File: config.mk
export PLATFORM = sky130hd
export DESIGN_NAME = filter_multi
export DESIGN_NICKNAME = d
export VERILOG_FILES = /design/src/rtl/filter_multi.sv
export SDC_FILE = /design/constraint.sdc
export NUM_CORES = 1
export LEC_CHECK = 0
export ABC_AREA = 1
export BUFFER_PORTS_ARGS = -buffer_cell sky130_fd_sc_hd__buf_2
export CAP_MARGIN = 10
export CORE_AREA = 2 2 240 242
export CTS_CLUSTER_SIZE = 14
export DETAILED_ROUTE_END_ITERATION = 7
export DIE_AREA = 0 0 242 244
export PLACE_DENSITY = 0.74
export SLEW_MARGIN = 0
export SYNTH_ARGS = -nofsm -noshare
export SYNTH_HDL_FRONTEND = slang
export SYNTH_SLANG_ARGS = --single-unit
File: constraint.sdc
create_clock -name clk_i -period 8.2 [get_ports clk_i]
set_input_delay 0.82 -clock clk_i [delete_from_list [all_inputs] [get_ports clk_i]]
set_output_delay 0.82 -clock clk_i [all_outputs]
set_load 0.05 [all_outputs]
File: src/rtl/filter_multi.sv
// Windowed signed-sample filter: on each trigger emits difference, mean, max or min of the window.
// Mean uses a restoring divider; defining FILTER_ROUND_EN rounds it half away from zero.
module filter_multi #(
    parameter int DW   = 32,
    parameter int ACCW = 64,
    parameter int CNTW = 32
) (
    input  logic                 clk_i,
    input  logic                 reset_i,
    input  logic [1:0]           mode_i,
    input  logic                 enable_i,
    input  logic                 trig_i,
    input  logic signed [DW-1:0] inp_i,
    output logic signed [DW-1:0] out_o,
    output logic                 ready_o,
    output logic                 busy_o,
    output logic [1:0]           err_o
);
    localparam int ITW = $clog2(ACCW + 1);
    localparam logic signed [ACCW-1:0] ACC_MAX = {1'b0, {(ACCW-1){1'b1}}};
    localparam logic signed [ACCW-1:0] ACC_MIN = {1'b1, {(ACCW-1){1'b0}}};
    localparam logic signed [DW-1:0]   DAT_MAX = {1'b0, {(DW-1){1'b1}}};
    localparam logic signed [DW-1:0]   DAT_MIN = {1'b1, {(DW-1){1'b0}}};
    localparam logic [CNTW-1:0]        CNT_MAX = '1;

    logic                   en_q, en_d;
    logic [1:0]             mode_q, mode_d;
    logic signed [ACCW-1:0] acc_q, acc_d;
    logic [CNTW-1:0]        cnt_q, cnt_d;
    logic signed [DW-1:0]   ref_q, ref_d, max_q, max_d, min_q, min_d;
    logic signed [DW-1:0]   out_q, out_d;
    logic                   ready_q, ready_d, busy_q, busy_d;
    logic [1:0]             err_q, err_d;
    logic [CNTW-1:0]        rem_q, rem_d, den_q, den_d;
    logic [ACCW-1:0]        quo_q, quo_d;
    logic [ITW-1:0]         it_q, it_d;
    logic                   neg_q, neg_d;

    logic signed [ACCW-1:0] inp_ext, acc_sum;
    logic [ACCW:0]          acc_raw;
    logic                   acc_ovf, cnt_sat, take;
    logic [CNTW-1:0]        cnt_inc;
    logic signed [DW-1:0]   max_nxt, min_nxt;
    logic [ACCW-1:0]        acc_mag, dvd;
    logic [CNTW:0]          rem_sh;

    always_comb begin
        inp_ext = {{(ACCW-DW){inp_i[DW-1]}}, inp_i};
        acc_raw = {acc_q[ACCW-1], acc_q} + {inp_ext[ACCW-1], inp_ext};
        // carry-out disagreeing with the sign bit means signed overflow: clamp
        acc_ovf = acc_raw[ACCW] ^ acc_raw[ACCW-1];
        acc_sum = acc_ovf ? (acc_raw[ACCW] ? ACC_MIN : ACC_MAX) : acc_raw[ACCW-1:0];
        cnt_inc = (cnt_q == CNT_MAX) ? CNT_MAX : cnt_q + CNTW'(1);
        cnt_sat = (cnt_inc == CNT_MAX);
        max_nxt = (inp_i > max_q) ? inp_i : max_q;
        min_nxt = (inp_i < min_q) ? inp_i : min_q;
        acc_mag = acc_sum[ACCW-1] ? $unsigned(-acc_sum) : $unsigned(acc_sum);
`ifdef FILTER_ROUND_EN
        dvd = acc_mag + ACCW'(cnt_inc >> 1);
`else
        dvd = acc_mag;
`endif
        rem_sh = {rem_q, quo_q[ACCW-1]};
    end

    always_comb begin
        en_d    = enable_i;
        mode_d  = mode_q;
        acc_d   = acc_q;
        cnt_d   = cnt_q;
        ref_d   = ref_q;
        max_d   = max_q;
        min_d   = min_q;
        out_d   = out_q;
        ready_d = 1'b0;
        busy_d  = busy_q;
        err_d   = err_q;
        rem_d   = rem_q;
        quo_d   = quo_q;
        den_d   = den_q;
        it_d    = it_q;
        neg_d   = neg_q;
        take    = 1'b0;

        // the divider keeps running regardless of enable so a started mean always completes
        if (busy_q) begin
            if (it_q != ITW'(ACCW)) begin
                if (rem_sh >= {1'b0, den_q}) begin
                    rem_d = CNTW'(rem_sh - {1'b0, den_q});
                    quo_d = {quo_q[ACCW-2:0], 1'b1};
                end else begin
                    rem_d = rem_sh[CNTW-1:0];
                    quo_d = {quo_q[ACCW-2:0], 1'b0};
                end
                it_d = it_q + ITW'(1);
            end else begin
                out_d   = DW'(neg_q ? -quo_q : quo_q);
                ready_d = 1'b1;
                busy_d  = 1'b0;
            end
        end

        if (enable_i && !en_q) begin
            mode_d = mode_i;
            err_d  = 2'b00;
            ref_d  = inp_i;
            max_d  = inp_i;
            min_d  = inp_i;
            acc_d  = inp_ext;
            cnt_d  = CNTW'(1);
        end else if (enable_i) begin
            take  = trig_i && !busy_q;
            acc_d = acc_sum;
            cnt_d = cnt_inc;
            max_d = max_nxt;
            min_d = min_nxt;
            if (acc_ovf || cnt_sat) err_d[0] = 1'b1;
            if (trig_i && busy_q)   err_d[1] = 1'b1;
            if (take) begin
                case (mode_q)
                    2'd0: begin
                        out_d   = inp_i - ref_q;
                        ref_d   = inp_i;
                        ready_d = 1'b1;
                    end
                    2'd1: begin
                        acc_d  = '0;
                        cnt_d  = '0;
                        busy_d = 1'b1;
                        rem_d  = '0;
                        quo_d  = dvd;
                        den_d  = cnt_inc;
                        it_d   = '0;
                        neg_d  = acc_sum[ACCW-1];
                    end
                    default: begin
                        out_d   = mode_q[0] ? min_nxt : max_nxt;
                        ready_d = 1'b1;
                        // identity values so the next sample starts a fresh extreme
                        max_d   = DAT_MIN;
                        min_d   = DAT_MAX;
                    end
                endcase
            end
        end
    end

    always_ff @(posedge clk_i) begin
        if (reset_i) begin
            en_q    <= 1'b0;
            mode_q  <= '0;
            acc_q   <= '0;
            cnt_q   <= '0;
            ref_q   <= '0;
            max_q   <= '0;
            min_q   <= '0;
            out_q   <= '0;
            ready_q <= 1'b0;
            busy_q  <= 1'b0;
            err_q   <= '0;
            rem_q   <= '0;
            quo_q   <= '0;
            den_q   <= '0;
            it_q    <= '0;
            neg_q   <= 1'b0;
        end else begin
            en_q    <= en_d;
            mode_q  <= mode_d;
            acc_q   <= acc_d;
            cnt_q   <= cnt_d;
            ref_q   <= ref_d;
            max_q   <= max_d;
            min_q   <= min_d;
            out_q   <= out_d;
            ready_q <= ready_d;
            busy_q  <= busy_d;
            err_q   <= err_d;
            rem_q   <= rem_d;
            quo_q   <= quo_d;
            den_q   <= den_d;
            it_q    <= it_d;
            neg_q   <= neg_d;
        end
    end

    assign out_o   = out_q;
    assign ready_o = ready_q;
    assign busy_o  = busy_q;
    assign err_o   = err_q;
endmodule

==> summary.md <==
| Metric | Value |
|---|---|
| Status | finished with violations |
| Failing checks | DRC |
| Fillers | 5685 |
| Post-synth top cells | 1175 x nand2_1, 766 x inv_1, 445 x nor2_1 |
| Critical path required time | 8.69 ns |
| Slew HR | 25.2% |
| CTS H-tree lvls | 2 |
| Total of max-cap violations | 0 |
| Placed insts | 5692 |
| Critical path arrival | 6.79 ns |
| Final RePlAce weighted congestion | 0.995 |
| Final Setup Violations | 0 |
| Achievable Freq | 0.159 GHz |
| CP max stage cell | buf_2 |
| HPWL after DPL | 87300 µm |
| Total CTS buffers | 45 |
| DRT Wirelength | 114000 µm |
| Clock buffer depth | 3 |
| Syn Area/Cell | 6.10 µm² |
| Initial antenna violation count | 0 |
| Area leader, netlist | dfxtp_1 |
| Area delta synth->final | 7.54% |
| # Post-CTS Setup Buffers | 0 |
| DRT iter0 DRCs | 3550 |
| Final Critical Period | 6.30 ns |
| Startpoint types | input port |
| Compound-Gate Fraction of Synth Area | 23.1% |
| Layout Cells excl Fill | 5771 |
| Footprint of the multi-input gates | 0.0196 mm² |
| Crit-path max FO | 38 |
| DRT Pass-1 Iters | 8 |
| Worst-margin pin slew | 1.12 ns |
| Ys async rst share | 0% |
| Adder-Cell Fraction of Synth Area | 8.24% |
| Final Power | 7.68 mW |
| Mapped cell area | 0.0306 mm² |
| Tcrit/Tclk final | 76.8% |
| Cts repair resizes | 0 |
| Ports | 74 |
| Hold slack | 0.448 ns |
| Worst Skew | 0.00996 ns |
| PortBufs | 73 |
| Synthesis Warnings | 0 |
| CTS sink cnt | 367 |
| Row count | 87 |
| Most used cell, CP | nand2_1 |
| Static Leak | 15.5 nW |
| Number of global-route vias before repair | 31009 |
| Clk pin slew, worst setup/hold paths | 0.06 ns |
| Share of the synthesized area in the top cell type | 24.0% |
| Layout Nets | 5221 |
| Share of cells above drive strength 1 | 6.28% |
| Vias per inst | 5.82 |
| Diode count | 0 |
| Clk_lat worst skew | 0.59 ns |
| Core Region | 0.0562 mm² |
| Top-count cell post-synth | nand2_1 |
| Routed WL per cell | 19.8 µm |
| Routed via count | 33568 |
| Core Util, Final | 58.6% |
| Critical path's largest stage delay | 0.81 ns |
| Maximum vdd drop | 0.192 mV |
| GRT Total Usage | 37.6% |
| Simple-gate share of the synthesized area | 29.8% |
| Global route overflow | 0 |
| Die area | 0.0590 mm² |
| First-pass GRT wire length | 176000 µm |
| DRC viols | 1 |
| Initial Util | 54.5% |
| Unrepaired setup endpoints after global routing | no |
| Part of the Yosys area used for sequential elements | 24.0% |
| CTS tree | built |
| Syn Inst Count | 5023 |
| Critical Path Sink Type | register |
| Routed Antenna Nets | 0 |
| Slew Limit Fails | 0 |
| WS Path Type | input port to register |
| Ranking of synthesized cells by area | dfxtp_1 24%, nand2_1 14%, inv_1 9.4% |
| Hold crit path type | register to register |
| Register area | 0.00735 mm² |
| Post-Synth XOR/XNOR Area | 2.57% |
| Die Y | 244 µm |
| DIE WIDTH | 242 µm |
| PwrDens | 233 mW/mm² |
| Post-synthesis mux area share | 0% |
| Largest net degree at the start of global routing | 74 |
| Largest family of logic cells by synthesized area | simple AND/OR/NAND/NOR gates |
| Root Driver | clkbuf_16 |
| Post-synthesis cell type count | 59 |
| Fin. Hold Viols | 0 |
| Post-Route Setup TNS | 0 ns |
| Yosys reg bits | 367 |
| CTS Hold Bufs | 0 |
| Post-synth EDFFs | 0 |
| Syn_nets | 5261 |
| Synth Flop Type | dfxtp_1 |
==> report_power, final <==
| group | total [mW] | internal, mW | leakage (nW) | switching (mW) |
|---|---|---|---|---|
| clock network | 2.04 | 1.20 | 0.714 | 0.847 |
| registers | 2.00 | 1.91 | 3.00 | 0.0873 |
| logic | 3.65 | 0.984 | 11.8 | 2.66 |
| total | 7.68 | 4.09 | 15.5 | 3.60 |
==> final timing paths <==
path                                start        end  slack [ns]  cells past startpoint
worst max-delay path            inp_i[31]  quo_q[60]        1.90                     32
worst min-delay path             err_o[1]   err_o[1]        0.45                      2
worst max register to register   acc_q[2]  quo_q[60]        2.38                     33
worst min register to register   err_o[1]   err_o[1]        0.45                      2
==> layout by cell type, fill, tap and decap left out, types with 32 or more instances in the layout <==
| master | count |
|---|---|
| nand3_1 | 286 |
| o21ai_0 | 416 |
| buf_4 | 40 |
| nor3_1 | 54 |
| xor2_1 | 63 |
| a21oi_1 | 402 |
| ha_1 | 197 |
| o221ai_1 | 32 |
| o211ai_1 | 72 |
| nor2_1 | 440 |
| buf_2 | 71 |
| nand2_1 | 1173 |
| dfxtp_1 | 366 |
| o22ai_1 | 109 |
| nor2_2 | 34 |
| nand4_1 | 54 |
| a32o_1 | 33 |
| inv_1 | 765 |
| clkbuf_16 | 45 |
==> kinds of logic (layout without fill, tap and decap cells) <==
family | count (synthesis) | in the layout
AOI/OAI and AO/OA | 1217 | 1217
xor gates and xnor gates | 90 | 90
adders and majority gates | 200 | 200
buffers and inverters | 987 | 979
DFF | 367 | 367
and+or+nand+nor | 2162 | 2162
==> area by class of cell <==
type / instances / share of cell area (%)
multi-input cells: 3669 / 59.4
repair buffers: 111 / 1.99
clock buffers: 64 / 3.82
inverters: 789 / 9.00
flip-flops and latches: 367 / 22.3
clock inverters: 15 / 0.646
well taps: 756 / 2.87
==> through the flow <==
| stage | setup slack (ns) | area, µm² |
|---|---|---|
| detailed placement | 1.53 | 31500 |
| global placement | 1.72 | 31500 |
| CTS | 2.12 | 32900 |
| finish | 1.90 | 32900 |
| floorplan | 3.39 | 30600 |
| global route | 1.46 | 32900 |
==> flip-flops by register name, indices dropped and copies added, names as in the netlist <==
signal and count:
acc_q 64, quo_q 64, cnt_q 32, den_q 32, max_q 32, min_q 32, out_o 32, ref_q 32
rem_q 32, it_q 7, err_o 2, mode_q 2, busy_o 1, en_q 1, neg_q 1, ready_o 1
==> routing by layer <==
metal  global-route usage [%]  up-vias  part of all wire [%]
met5                        0        -                     0
met3                     5.17      322                   8.4
met1                     48.6    15120                    42
li1                         -    16576                     -
met4                     20.9        0                   6.4
met2                     60.6     1550                    43
==> critical path, delay by kind of cell <==
| kind | cells | cell delay, ns |
|---|---|---|
| compound gates | 3 | 0.55 |
| xor+xnor | 1 | 0.22 |
| fa+ha+maj | 3 | 0.91 |
| buf+inv | 7 | 1.94 |
| simple gates | 18 | 2.29 |
(Power assumes the default switching activity.)
